$ cat config.mk
export PLATFORM = sky130hd
export DESIGN_NAME = mio_bus_ctrl_flat
export DESIGN_NICKNAME = d
export VERILOG_FILES = /design/src/rtl/mio_bus_ctrl_if.sv /design/src/rtl/mio_bus_ctrl.sv /design/src/flat_wrapper.sv
export SDC_FILE = /design/constraint.sdc
export NUM_CORES = 1
export LEC_CHECK = 0
export CAP_MARGIN = 10
export CORE_MARGIN = 3
export CORE_UTILIZATION = 43
export DETAILED_ROUTE_END_ITERATION = 10
export PLACE_DENSITY = 0.77
export SLEW_MARGIN = 20
export SYNTH_ARGS = -nofsm -noshare
export SYNTH_HDL_FRONTEND = slang
export SYNTH_SLANG_ARGS = --single-unit
$ cat constraint.sdc
create_clock -name clk -period 4.9 [get_ports clk]
set_clock_uncertainty 0.05 [all_clocks]
set_input_delay 0.49 -clock clk [delete_from_list [all_inputs] [get_ports clk]]
set_output_delay 0.49 -clock clk [all_outputs]
set_load 0.02 [all_outputs]
$ cat src/rtl/mio_bus_ctrl_if.sv
// CPU data-port request/response bundle between the CPU and mio_bus_ctrl.
interface mio_bus_ctrl_if;
  logic        CPU_MIO;
  logic        mem_w;
  logic [31:0] Addr_out;
  logic [31:0] Data_out;
  logic [31:0] Data_in;
  logic        MIO_ready;

  modport master (output CPU_MIO, mem_w, Addr_out, Data_out, input Data_in, MIO_ready);
  modport slave  (input CPU_MIO, mem_w, Addr_out, Data_out, output Data_in, MIO_ready);
endinterface

$ cat src/rtl/mio_bus_ctrl.sv
// Memory/IO bus controller: decodes CPU accesses to RAM (with wait states), LED, switches
// and a down-counter. The counter peripheral is present only when MIO_COUNTER_EN is defined.
module mio_bus_ctrl #(
  parameter int unsigned RAM_WAIT = 1
) (
  input  logic          clk,
  input  logic          reset,
  mio_bus_ctrl_if.slave mio,
  output logic [9:0]    ram_addr,
  output logic          ram_we,
  output logic [31:0]   ram_din,
  input  logic [31:0]   ram_dout,
  output logic [7:0]    led,
  input  logic [15:0]   sw,
  output logic          counter_irq
);

  localparam int unsigned WAIT_W = 4;
  localparam logic [29:0] LED_WA = 30'h3C00_0000;
  localparam logic [29:0] SW_WA  = 30'h3C00_0001;
  localparam logic [29:0] CNT_WA = 30'h3C00_0002;

  typedef enum logic [1:0] {S_IDLE, S_WAIT, S_ACCESS, S_RESP} state_e;

  state_e             state_q, state_d;
  logic [29:0]        addr_q, addr_d;
  logic               wr_q, wr_d;
  logic [31:0]        data_q, data_d;
  logic [WAIT_W-1:0]  wait_q, wait_d;
  logic [31:0]        rdata_q, rdata_d;
  logic               ready_q, ready_d;
  logic               ram_rd_q, ram_rd_d;
  logic [9:0]         ram_addr_q, ram_addr_d;
  logic               ram_we_q, ram_we_d;
  logic [31:0]        ram_din_q, ram_din_d;
  logic [7:0]         led_q, led_d;
  logic [31:0]        cnt_val;
  logic               cnt_wr_c;
  logic               unused_addr_lsb;

  assign unused_addr_lsb = ^mio.Addr_out[1:0];

  // Next-state and request handling; request fields are only latched in IDLE.
  always_comb begin
    state_d    = state_q;
    addr_d     = addr_q;
    wr_d       = wr_q;
    data_d     = data_q;
    wait_d     = wait_q;
    rdata_d    = rdata_q;
    ready_d    = 1'b0;
    ram_rd_d   = 1'b0;
    ram_addr_d = ram_addr_q;
    ram_we_d   = 1'b0;
    ram_din_d  = ram_din_q;
    led_d      = led_q;
    cnt_wr_c   = 1'b0;
    unique case (state_q)
      S_IDLE: begin
        if (mio.CPU_MIO) begin
          addr_d  = mio.Addr_out[31:2];
          wr_d    = mio.mem_w;
          data_d  = mio.Data_out;
          rdata_d = '0;
          if (addr_d[29:10] == '0) begin
            if (RAM_WAIT == 0) begin
              state_d    = S_ACCESS;
              ram_addr_d = addr_d[9:0];
              ram_we_d   = wr_d;
              if (wr_d) ram_din_d = data_d;
            end else begin
              state_d = S_WAIT;
              wait_d  = WAIT_W'(RAM_WAIT - 1);
            end
          end else begin
            if (!wr_d) begin
              if (addr_d == LED_WA)      rdata_d = {24'b0, led_q};
              else if (addr_d == SW_WA)  rdata_d = {16'b0, sw};
              else if (addr_d == CNT_WA) rdata_d = cnt_val;
            end
            ready_d = 1'b1;
            state_d = S_RESP;
          end
        end
      end
      S_WAIT: begin
        if (wait_q == '0) begin
          state_d    = S_ACCESS;
          ram_addr_d = addr_q[9:0];
          ram_we_d   = wr_q;
          if (wr_q) ram_din_d = data_q;
        end else begin
          wait_d = wait_q - WAIT_W'(1);
        end
      end
      S_ACCESS: begin
        state_d  = S_RESP;
        ready_d  = 1'b1;
        ram_rd_d = !wr_q;
      end
      S_RESP: begin
        state_d = S_IDLE;
        if (ram_rd_q) rdata_d = ram_dout;
        if (wr_q && addr_q == LED_WA) led_d = data_q[7:0];
        if (wr_q && addr_q == CNT_WA) cnt_wr_c = 1'b1;
      end
      default: state_d = S_IDLE;
    endcase
  end

  always_ff @(posedge clk or posedge reset) begin
    if (reset) begin
      state_q    <= S_IDLE;
      addr_q     <= '0;
      wr_q       <= 1'b0;
      data_q     <= '0;
      wait_q     <= '0;
      rdata_q    <= '0;
      ready_q    <= 1'b0;
      ram_rd_q   <= 1'b0;
      ram_addr_q <= '0;
      ram_we_q   <= 1'b0;
      ram_din_q  <= '0;
      led_q      <= '0;
    end else begin
      state_q    <= state_d;
      addr_q     <= addr_d;
      wr_q       <= wr_d;
      data_q     <= data_d;
      wait_q     <= wait_d;
      rdata_q    <= rdata_d;
      ready_q    <= ready_d;
      ram_rd_q   <= ram_rd_d;
      ram_addr_q <= ram_addr_d;
      ram_we_q   <= ram_we_d;
      ram_din_q  <= ram_din_d;
      led_q      <= led_d;
    end
  end

  // Synchronous RAM data only arrives in RESP, so it bypasses the read register there.
  assign mio.Data_in   = ram_rd_q ? ram_dout : rdata_q;
  assign mio.MIO_ready = ready_q;
  assign ram_addr      = ram_addr_q;
  assign ram_we        = ram_we_q;
  assign ram_din       = ram_din_q;
  assign led           = led_q;

`ifdef MIO_COUNTER_EN
  logic [31:0] cnt_q, cnt_d;
  logic        irq_q, irq_d;

  // A CNT write beats the same-cycle expiry, so the irq stays clear.
  always_comb begin
    cnt_d = cnt_q;
    irq_d = irq_q;
    if (cnt_wr_c) begin
      cnt_d = data_q;
      irq_d = 1'b0;
    end else if (cnt_q != '0) begin
      cnt_d = cnt_q - 32'd1;
      if (cnt_q == 32'd1) irq_d = 1'b1;
    end
  end

  always_ff @(posedge clk or posedge reset) begin
    if (reset) begin
      cnt_q <= '0;
      irq_q <= 1'b0;
    end else begin
      cnt_q <= cnt_d;
      irq_q <= irq_d;
    end
  end

  assign cnt_val     = cnt_q;
  assign counter_irq = irq_q;
`else
  logic unused_cnt_wr;
  assign unused_cnt_wr = cnt_wr_c;
  assign cnt_val       = '0;
  assign counter_irq   = 1'b0;
`endif

endmodule

$ cat src/flat_wrapper.sv
// flat-port wrapper written by rule: the top's interface ports become plain ports
module mio_bus_ctrl_flat 
#(
  parameter int unsigned RAM_WAIT = 1
)
  (clk, reset, ram_addr, ram_we, ram_din, ram_dout, led, sw, counter_irq, mio_CPU_MIO, mio_mem_w, mio_Addr_out, mio_Data_out, mio_Data_in, mio_MIO_ready);
  mio_bus_ctrl_if mio_i ();
  input  logic clk;
  input  logic reset;
  output logic [9:0] ram_addr;
  output logic ram_we;
  output logic [31:0] ram_din;
  input  logic [31:0] ram_dout;
  output logic [7:0] led;
  input  logic [15:0] sw;
  output logic counter_irq;
  input wire logic [$bits(mio_i.CPU_MIO)-1:0] mio_CPU_MIO;
  input wire logic [$bits(mio_i.mem_w)-1:0] mio_mem_w;
  input wire logic [$bits(mio_i.Addr_out)-1:0] mio_Addr_out;
  input wire logic [$bits(mio_i.Data_out)-1:0] mio_Data_out;
  output wire logic [$bits(mio_i.Data_in)-1:0] mio_Data_in;
  output wire logic [$bits(mio_i.MIO_ready)-1:0] mio_MIO_ready;
  assign mio_i.CPU_MIO = mio_CPU_MIO;
  assign mio_i.mem_w = mio_mem_w;
  assign mio_i.Addr_out = mio_Addr_out;
  assign mio_i.Data_out = mio_Data_out;
  assign mio_Data_in = mio_i.Data_in;
  assign mio_MIO_ready = mio_i.MIO_ready;
  mio_bus_ctrl #(.RAM_WAIT(RAM_WAIT)) u_core (.clk(clk), .reset(reset), .mio(mio_i), .ram_addr(ram_addr), .ram_we(ram_we), .ram_din(ram_din), .ram_dout(ram_dout), .led(led), .sw(sw), .counter_irq(counter_irq));
endmodule
* Yosys cells after proc, flatten, opt, wreduce, memory -nomap -nowiden *
Index checks and enable logic that the tools add are counted.

cells by class
  $add $sub $neg = 1
  equality and inequality tests = 10
  muxes and demuxes = 21
  reductions and logical operators = 14

operators by type and width
  kind                                                                 count
  32-bit 2-to-1 mux                                                    5
  30-bit == test (second input constant)                               3
  32-bit case mux with 2 select lines                                  1
  20-bit logical NOT                                                   1
  16-bit 2-to-1 mux                                                    1
  4-bit 2-to-1 mux                                                     3
  2-bit AND reduction                                                  5
  2-bit case mux with 4 select lines                                   1
  4-bit case mux with 2 select lines                                   1
  2-bit 2-to-1 mux                                                     3
  1-bit 2-to-1 mux                                                     5
  2-bit == test (second input constant)                                2
  4-bit logical NOT                                                    1
  2-bit by 1-bit != test with 1-bit output (second input constant)     2
  2-bit != test (second input constant)                                2
  4-bit AND reduction                                                  1
  2-bit nonzero test                                                   2
  4-bit by 1-bit subtractor with 4-bit output (second input constant)  1
  3-bit AND reduction                                                  1
  2-bit by 1-bit == test with 1-bit output (second input constant)     1
  2-bit logical NOT                                                    1
  1-bit case mux with 2 select lines                                   1
  1-bit logical AND                                                    1
  1-bit logical NOT                                                    1

storage, ports and cells
  flip-flop bits (word level) = 154
  input port bits = 116
  output and inout bits = 85
  logic and storage cells = 58

* Logic depth before layout (Yosys ltp) *
Gate-level depths: netlist of run 1.

  word-level depth = 7
  depth in mapped cells = 7
  mapped depth without buffers = 6

* Least setup slack after synthesis of run 1 *
No wires, ideal clock.

  path kind = input -> register
  start = input port mio_Addr_out[3]
  end = register u_core.rdata_q[10]
  library setup time = 0.083 ns
  arrival = 1.870 ns
  data required time = 4.767 ns
  path slack = 2.897 ns
  stages on the path = 4
  path through = or4_4 > nor4_4 > nand4_4 > o22ai_1

between the ends
  cells in the longest elaborated chain, start to end = 7
  elaborated cells between the ends (all ways) = 8

ends and longest elaborated chain
  element                                  line                 text
  from (decl)                              flat_wrapper.sv:19   input wire logic [$bits(mio_i.Addr_out)-1:0] mio_Addr_out;
  30-bit == test                           mio_bus_ctrl.sv:78   else if (addr_d == SW_WA) rdata_d = {16'b0, sw};
  16-bit 2-to-1 mux                        mio_bus_ctrl.sv:78
  32-bit 2-to-1 mux (*)                    mio_bus_ctrl.sv:77   if (addr_d == LED_WA) rdata_d = {24'b0, led_q};
  32-bit 2-to-1 mux (*)                    mio_bus_ctrl.sv:76   if (!wr_d) begin
  32-bit 2-to-1 mux (*)                    mio_bus_ctrl.sv:65   if (addr_d[29:10] == '0) begin
  32-bit 2-to-1 mux (*)                    mio_bus_ctrl.sv:60   if (mio.CPU_MIO) begin
  32-bit case mux with 2 select lines (*)  mio_bus_ctrl.sv:58   unique case (state_q)
  to (signal assigned)                     mio_bus_ctrl.sv:131  rdata_q <= rdata_d;
  to (decl)                                mio_bus_ctrl.sv:30   logic [31:0] rdata_q, rdata_d;

Mark *: on every way between the ends. The rest lies on a longest branch, timed or not. The select of a mux whose other input is x is not followed.
A chain may end at the register's enable or synchronous reset.

* Final worst setup path of run 1 *
  start = register u_core.ram_rd_q
  end = output port mio_Data_in[18]

between the ends
  cells in the longest elaborated chain, start to end = 1

ends and longest elaborated chain
  element                 line                 text
  from (decl)             mio_bus_ctrl.sv:32   logic ram_rd_q, ram_rd_d;
  from (signal assigned)  mio_bus_ctrl.sv:133  ram_rd_q <= ram_rd_d;
  32-bit 2-to-1 mux       mio_bus_ctrl.sv:142  assign mio.Data_in = ram_rd_q ? ram_dout : rdata_q;
  to (decl)               flat_wrapper.sv:21   output wire logic [$bits(mio_i.Data_in)-1:0] mio_Data_in;

Every way passes these cells.

==> qor.yml, run 1 <==
drtIter0Drc: 195
viasPerCell: 5.432
wl_per_cell_um: 18.88
numPortBuffers: 197
cp_cell_sequence: "buf_4, mux2_2, clkdlybuf4s50_1"
synth.cell_area_mm2: 0.006651
drtAntennaViolNets: 0
drive_gt1_share_pct: 27.54
grt_remaining_overflow: 0
area_growth_pct: 42.04
clk_pin_slew_ns: 0.06
rsz0062_at_grt: "no"
multi_input_comb_area_mm2: 0.002636
grt_pass1_wl_um: 26090
cpMaxStageDelayCell: "dfrtp_1"
fp.coreArea_mm2: 0.01481
postSynthAreaPerCell_um2: 13.86
period_share_pct: 62.03
synth_top_area_cell: "dfrtp_1"
ir_drop_mv: 0.3754
route.detailed.drc: 0
final.min_clock_period_ns: 3.039
startpoint: "u_core.ram_rd_q"
cp_max_fo: 19
ff_latch_area_mm2: 0.003854
grt_start_max_net_pins: 124
cts_resized: 0
synth-seq-area-share_pct: 57.94
cts_setup_buffers: 0
htreeDepth: 4
track_usage_pct: 19.67
async_flop_share_pct: 100.0
maxSlewHeadroom_pct: 39.95
p_per_area_mw_per_mm2: 646.2
syn-num-nets: 601
leakage_uw: 0.004043
synth_ff_type: "dfrtp_1"
num_antenna_cells: 0
die_area_mm2: 0.01700
finalWirelength_um: 16510
dp_hpwl_um: 11860
hold_viol_final: 0
yosysWarnings: 0
fmax_mhz: 329.0
ctsHoldBuffers: 0
grt_pass1_vias: 5088
finish.utilization_pct: 63.80
cp-start-kind: "flop"
vias: 4748
status: "finished clean"
maxSlewViolCount: 0
cp.buffers_inverters: 2
critical_path_arrival_ns: 2.50
chipWidth_um: 130.4
clock_sinks: 154
worst_slew_pin_slew_ns: 0.9007
critPathKind: "flop to output port"
synth_cell_type_count: 44
nFillCells: 1103
numCtsBuffers: 17
required_ns: 4.36
syn_inst: 480
nets: 798
ioPinCount: 201
synth-edff-count: 0
rows: 44
gp_congestion: 0.8891
ctsRootBufferMaster: "clkbuf_16"
die_h_um: 130.4
crit_family: "buffers and inverters"
ys_ff_latch: 154
hp-start: "u_core.rdata_q[24]"
cts_tree: "yes"
start_util_pct: 44.91
synth_top_area_share_pct: 57.94
antenna_found_initial: 0
ys_top_cells_by_area: "dfrtp_1 (58%), mux2_2 (24%), a22o_1 (2.1%)"
worstSkewPairLatency_ns: 0.41
cp_slowest_stage_delay_ns: 0.74
drv_cap: 0
tns_ns: 0
setup_viol: 0
r2r_start: "u_core.state_q[0]"
end_kind: "output port"
clockBufferDepth: 2
drtPass1Iterations: 4
hold_path_class: "flop to flop"
==> sequential cells by signal, summed over array words and instances (netlist names) <==
register / cells
u_core.data_q: 32
u_core.ram_din: 32
u_core.rdata_q: 32
u_core.addr_q: 30
u_core.ram_addr: 10
u_core.led: 8
u_core.wait_q: 4
u_core.state_q: 2
u_core.mio.MIO_ready: 1
u_core.ram_rd_q: 1
u_core.ram_we: 1
u_core.wr_q: 1
==> metrics by stage <==
stage	worst slack [ns]	cell area, um^2	total power (uW)	instances	hold slack [ns]
final	1.861	9448	6105	874	0.4497
after global routing	1.768	9448	6451	874	0.4662
after CTS	1.822	9445	6167	874	0.4542
after detailed placement	2.007	8802	4740	842	0.4378
after global placement	2.058	8802	4626	842	0.4268
after floorplan	0.2102	6651	3679	480	0.3741
==> where the power goes <==
group          internal [uW]  switching, uW
Combinational           1360           1190
Clock                    884            521
Sequential              1830            322
==> placed cells by master (no fill, tap or decap), drive strengths merged, types with 2 or more instances in the layout <==
cell type        n
nor4b            3
nand4            4
o21ai            7
nand2            4
nand3            3
a32oi            8
nor3b            2
or4              2
nor2            18
clkbuf          19
clkinv           6
and4b            2
a22oi            4
nor2b            3
a31oi            2
nor4            11
a21oi           17
inv             18
dfrtp          154
clkdlybuf4s50  197
a22o            16
mux2           153
a221o            2
bufinv           4
ha               5
o22ai            5
buf              6
==> synth_stat cells (4+ instances only) <==
cell and n:
a22oi_1 4, a32oi_1 8, a22o_1 16, mux2_2 144
nor4_1 10, mux2_1 9, buf_2 5, nor2_1 18
nand2_1 4, dfrtp_1 154, clkbuf_1 16, ha_1 5
inv_1 16, a21oi_1 17, o22ai_1 5, o21ai_1 4
==> layout make-up <==
| class | count | share of cell area [%] |
|---|---|---|
| clock buffer | 19 | 4.794 |
| clock inverter | 13 | 2.013 |
| inverter | 16 | 0.7151 |
| multi-input combinational | 285 | 27.90 |
| sequential | 154 | 40.79 |
| tap | 184 | 2.437 |
| timing repair buffer | 203 | 21.35 |
==> worst paths after layout <==
check / endpoint / slack [ns] / depth (start not counted)
setup / recovery: mio_Data_in[18] / 1.86 / 3
hold / removal: u_core.rdata_q[24] / 0.45 / 1
min in group asynchronous: u_core.data_q[26] / 0.59 / 2
max in group asynchronous: u_core.data_q[15] / 3.29 / 3
hold reg to reg: u_core.rdata_q[24] / 0.45 / 1
setup reg to reg: u_core.led[4] / 2.14 / 5
==> cells by family after synthesis <==
group                    Yosys count  share of synthesized area, %
flip-flops                       154                         57.94
AND/OR/NAND/NOR                   62                         5.963
adder cells (fa/ha/maj)            5                        0.9406
multiplexers                     153                         25.90
AO/OA/AOI/OAI                     64                         6.734
other                              1                       0.05638
buffers and inverters             41                         2.464
==> metal layers <==
metal	vias to the layer above	track usage (%)	wire (um)
met5	-	0	0
met3	21	5.610	1211
met2	181	32.56	8020
met4	0	7.260	306
met1	2379	24.76	6968
li1	2167	-	-
(Power assumes the default switching activity.)
==> run 2, diff against run 1 <==
Settings changed: CORE_UTILIZATION 43 to 47, PLACE_DENSITY 0.77 to 0.8.
Clock period 4.9 ns to 3 ns, I/O delays scaled along.
==> qor.yml, run 2 (synthesis results as in run 1) <==
grt_pass1_vias: 5109  # was 5088
multi_input_comb_area_mm2: 0.002636  # unchanged
nFillCells: 936  # was 1103
rsz0062_at_grt: "no"  # unchanged
cp-start-kind: "flop"  # unchanged
ioPinCount: 201  # unchanged
num_antenna_cells: 0  # unchanged
ctsHoldBuffers: 0  # unchanged
m1WireLength_um: 7010  # was 6968 um
numPortBuffers: 197  # unchanged
antenna_found_initial: 0  # unchanged
dp_hpwl_um: 12020  # was 11860 um
tns_ns: 0  # unchanged
fmax_mhz: 407.1
critical_path_arrival_ns: 2.11  # was 2.50 ns
end_kind: "output port"  # unchanged
worst_slew_pin_slew_ns: 0.8798  # was 0.9007 ns
area_growth_pct: 42.21  # was 42.04%
start_util_pct: 49.06  # was 44.91%
track_usage_pct: 21.80  # was 19.67%
die_h_um: 125.0  # was 130.4 um
holdWs_ns: 0.3276  # was 0.4497 ns
cts_resized: 0  # unchanged
finish.utilization_pct: 69.77  # was 63.80%
maxSlewHeadroom_pct: 41.34  # was 39.95%
clockBufferDepth: 2  # unchanged
die_area_mm2: 0.01562  # was 0.01700 mm^2
wl_per_cell_um: 19.01  # was 18.88 um
top_layer_used: "met4"  # unchanged
wl_met2_um: 7981  # was 8020 um
required_ns: 2.65  # was 4.36 ns
gp_congestion: 0.8372  # was 0.8891
place_inst: 840  # was 842
chipWidth_um: 125.0  # was 130.4 um
drtIter0Drc: 249  # was 195
final_cell_mix: "clkdlybuf4s50_1 (197), dfrtp_1 (154), mux2_2 (144)"  # unchanged
clk_pin_slew_ns: 0.06  # about the same
vias: 4735  # was 4748
ctsRootBufferMaster: "clkbuf_16"  # unchanged
nets: 804  # was 798
critPathKind: "flop to output port"  # unchanged
cp_max_fo: 32  # was 19
p_per_area_mw_per_mm2: 1044  # was 646.2 mW/mm^2
cts_tree: "yes"  # unchanged
drive_gt1_share_pct: 28.02  # was 27.54%
final_common_cell: "clkdlybuf4s50_1"  # unchanged
drtPass1Iterations: 4  # unchanged
hold_viol_final: 0  # unchanged
setup_viol: 0  # unchanged
route.detailed.drc: 0  # unchanged
numCtsBuffers: 17  # unchanged
htreeDepth: 4  # unchanged
rows: 42  # was 44
leakage_uw: 0.004054  # was 0.004043 uW
ir_drop_mv: 0.6307  # was 0.3754 mV
final.min_clock_period_ns: 2.457
maxSlewViolCount: 0  # unchanged
clock_sinks: 154  # unchanged
drv_cap: 0  # unchanged
drtAntennaViolNets: 0  # unchanged
finalWirelength_um: 16580  # was 16510 um
cts_setup_buffers: 0  # unchanged
hold_path_class: "input port to async pin"  # was flop to flop
grt_start_max_net_pins: 86  # was 124
routed-wl-met3_um: 1357  # was 1211 um
fp.coreArea_mm2: 0.01356  # was 0.01481 mm^2
grt_pass1_wl_um: 27280  # was 26090 um
period_share_pct: 81.89
final_cells: 872  # was 874
ff_latch_area_mm2: 0.003854  # unchanged
viasPerCell: 5.430  # was 5.432
status: "finished clean"  # unchanged
grt_remaining_overflow: 0  # unchanged
worstSkewPairLatency_ns: 0.42  # was 0.41 ns
## run 2: per-stage QoR
| stage | cell area (um^2) | power [uW] | setup WS, ns |
|---|---|---|---|
| 2_1_floorplan | 6655 | 6009 | 0.7051 |
| 3_3_place_gp | 8861 | 7568 | 0.6661 |
| 4_1_cts | 9459 | 9963 | 0.5166 |
| 6_report | 9459 | 9876 | 0.5434 |
| 5_1_grt | 9459 | 10420 | 0.4686 |
| 3_5_place_dp | 8861 | 7770 | 0.5873 |
## run 2: metal layers
metal	GRT usage (%)	up-vias
li1	-	2166
met1	27.64	2356
met2	35.78	194
met3	7.207	19
met4	6.760	0
met5	0	-
## run 2: worst paths after layout
kind | endpoint | startpoint | slack (ns) | depth (start not counted)
max in group asynchronous | u_core.rdata_q[27] | reset | 2.20 | 3
worst min register to register | u_core.addr_q[23] | u_core.addr_q[23] | 0.45 | 1
worst max register to register | u_core.led[3] | u_core.state_q[0] | 0.62 | 6
worst max-delay path | mio_Data_in[0] | u_core.ram_rd_q | 0.54 | 3
min in group clk | u_core.rdata_q[13] | sw[13] | 0.38 | 3
worst min-delay path | u_core.led[1] | reset | 0.33 | 3
## run 2: worst max-delay path: stages (launching register included)
cell and delay (ns):
dfrtp_1 0.32, buf_4 0.37, mux2_2 0.40, clkdlybuf4s50_1 0.58
## run 2: cell type report
cell class	instances	area share [%]
clock buffer	18	4.537
clock inverter	14	1.786
multi-input combinational	285	27.87
sequential	154	40.74
timing repair buffer	209	22.06
tap	176	2.328
inverter	16	0.6746
## run 2: where the power goes
group	switching [uW]	internal, uW	leakage, uW
Clock	842	1310	0.000291
Combinational	2000	2240	0.00187
Sequential	494	2990	0.00189
==> run 3, diff against run 2 <==
Clock period 3 ns to 2.54 ns, I/O delays scaled along.
==> qor.yml, run 3 (synthesis results as in run 1) <==
r2r_start: "u_core.state_q[0]"  # unchanged
cts_tree: "yes"  # unchanged
die_area_mm2: 0.01562  # unchanged
critical_path_arrival_ns: 2.11  # about the same
num_antenna_cells: 0  # unchanged
swShare_pct: 33.21  # was 33.78%
cp.buffers_inverters: 2  # unchanged
critPathKind: "flop to output port"  # unchanged
cpMaxStageDelayCell: "clkdlybuf4s50_1"  # unchanged
seqPwrFrac_pct: 35.7  # was 35.3%
drv_cap: 0  # unchanged
hold_path_class: "input port to async pin"  # unchanged
rows: 42  # unchanged
p_clk_share_pct: 20.9  # was 21.8%
cts_resized: 0  # unchanged
p_switching_uw: 3839  # was 3336 uW
period_share_pct: 95.02
numCtsBuffers: 17  # unchanged
cp_max_fo: 32  # unchanged
fin_ws_ns: 0.1264  # was 0.5434 ns
route.detailed.drc: 0  # unchanged
crit_family: "buffers and inverters"  # unchanged
ir_drop_mv: 0.7437  # was 0.6307 mV
final_common_cell: "clkdlybuf4s50_1"  # unchanged
worst_slew_pin_slew_ns: 0.8431  # was 0.8798 ns
worstSkewPairLatency_ns: 0.41  # was 0.42 ns
start_util_pct: 49.06  # unchanged
grt_remaining_overflow: 0  # unchanged
cp_cell_sequence: "buf_4, mux2_2, clkdlybuf4s50_1"  # unchanged
r2r.worst_path.cells: 6  # unchanged
viasPerCell: 5.411  # was 5.430
cts_setup_buffers: 0  # unchanged
rsz0062_at_grt: "no"  # unchanged
leakage_uw: 0.004061  # was 0.004054 uW
p_per_area_mw_per_mm2: 1221  # was 1044 mW/mm^2
multi_input_comb_area_mm2: 0.002636  # unchanged
clock_sinks: 154  # unchanged
antenna_found_initial: 0  # unchanged
required_ns: 2.24  # was 2.65 ns
vias: 4718  # was 4735
r2r-end: "u_core.rdata_q[15]"  # was u_core.led[3]
drtPass1Iterations: 6  # was 4
nFillCells: 952  # was 936
comb_power_share_pct: 43.3  # was 42.9%
place_worst_setup_slack_ns: 0.1778  # was 0.5873 ns
place_inst: 841  # was 840
drive_gt1_share_pct: 27.59  # was 28.02%
ioPinCount: 201  # unchanged
p_int_uw: 7720  # was 6540 uW
end_kind: "output port"  # unchanged
drtIter0Drc: 228  # was 249
status: "finished clean"  # unchanged
chipWidth_um: 125.0  # unchanged
nets: 805  # was 804
ff_latch_area_mm2: 0.003854  # unchanged
startpoint: "u_core.ram_rd_q"  # unchanged
die_h_um: 125.0  # unchanged
cp-start-kind: "flop"  # unchanged
finalWirelength_um: 16480  # was 16580 um
numPortBuffers: 197  # unchanged
gp_congestion: 0.8557  # was 0.8372
drtAntennaViolNets: 0  # unchanged
grt_pass1_wl_um: 27030  # was 27280 um
holdWs_ns: 0.2881  # was 0.3276 ns
fp.coreArea_mm2: 0.01356  # unchanged
maxSlewViolCount: 0  # unchanged
dp_hpwl_um: 11960  # was 12020 um
htreeDepth: 4  # unchanged
ctsHoldBuffers: 0  # unchanged
track_usage_pct: 21.57  # was 21.80%
final_cells: 872  # unchanged
grt_pass1_vias: 5177  # was 5109
grt_start_max_net_pins: 86  # unchanged
clk_pin_slew_ns: 0.06  # about the same
hold_viol_final: 0  # unchanged
tns_ns: 0  # unchanged
final.min_clock_period_ns: 2.414
cp_slowest_stage_delay_ns: 0.57  # was 0.58 ns
maxSlewHeadroom_pct: 43.79  # was 41.34%
fmax_mhz: 414.3
clockBufferDepth: 2  # unchanged
setup_viol: 0  # unchanged
placed_area_mm2: 0.008894  # was 0.008861 mm^2
area_growth_pct: 42.33  # was 42.21%
final_cell_mix: "clkdlybuf4s50_1 (197), dfrtp_1 (154), mux2_2 (144)"  # unchanged
wl_per_cell_um: 18.89  # was 19.01 um
final_area_mm2: 0.009467  # was 0.009459 mm^2
r2r_slack_ns: 0.44  # was 0.62 ns
ctsRootBufferMaster: "clkbuf_16"  # unchanged
==> run 3: final cells by class <==
type	count	share of cell area, %
well taps	176	2.326
clock inverters	7	0.9648
clock buffers	24	5.089
repair buffers	210	22.39
inverters	16	0.6741
multi-input cells	285	27.85
flip-flops and latches	154	40.71
==> run 3: routing by layer <==
| metal | global-route usage (%) | vias up | wire, um |
|---|---|---|---|
| met2 | 35.94 | 192 | 8005 |
| met5 | 0 | - | 0 |
| met4 | 6.186 | 0 | 213 |
| met1 | 26.54 | 2330 | 6705 |
| li1 | - | 2178 | - |
| met3 | 7.932 | 18 | 1550 |
==> run 3: power groups by stage <==
stage | Clock, uW | Sequential, uW | Combinational [uW]
finish | 2420 | 4130 | 5010
global route | 2610 | 4250 | 5370
detailed placement | 0 | 4160 | 5040
CTS | 2480 | 4130 | 5080
global placement | 0 | 4060 | 4900
floorplan | 0 | 4420 | 2680
==> run 3: worst register-to-register path: stages (launching register included) <==
cell and delay (ns):
dfrtp_1 0.41, ha_1 0.26, buf_4 0.20, inv_1 0.10
o21a_1 0.68, a22oi_1 0.22, o21ai_1 0.12
==> run 3: how the worst max path moves through the flow <==
stage | end | slack, ns | depth (start not counted)
2_1_floorplan | u_core.addr_q[0] | 0.29 | 1
3_3_place_gp | u_core.rdata_q[0] | 0.25 | 6
3_5_place_dp | u_core.rdata_q[2] | 0.18 | 6
4_1_cts | mio_Data_in[0] | 0.11 | 3
5_1_grt | mio_Data_in[0] | 0.05 | 3
6_report | mio_Data_in[0] | 0.13 | 3
==> run 3: metrics by stage <==
| step | util, % | total power [uW] |
|---|---|---|
| floorplan | - | 7097 |
| global placement | 65.60 | 8967 |
| detailed placement | 65.60 | 9201 |
| CTS | 69.82 | 11690 |
| global route | 69.82 | 12230 |
| finish | 69.82 | 11560 |
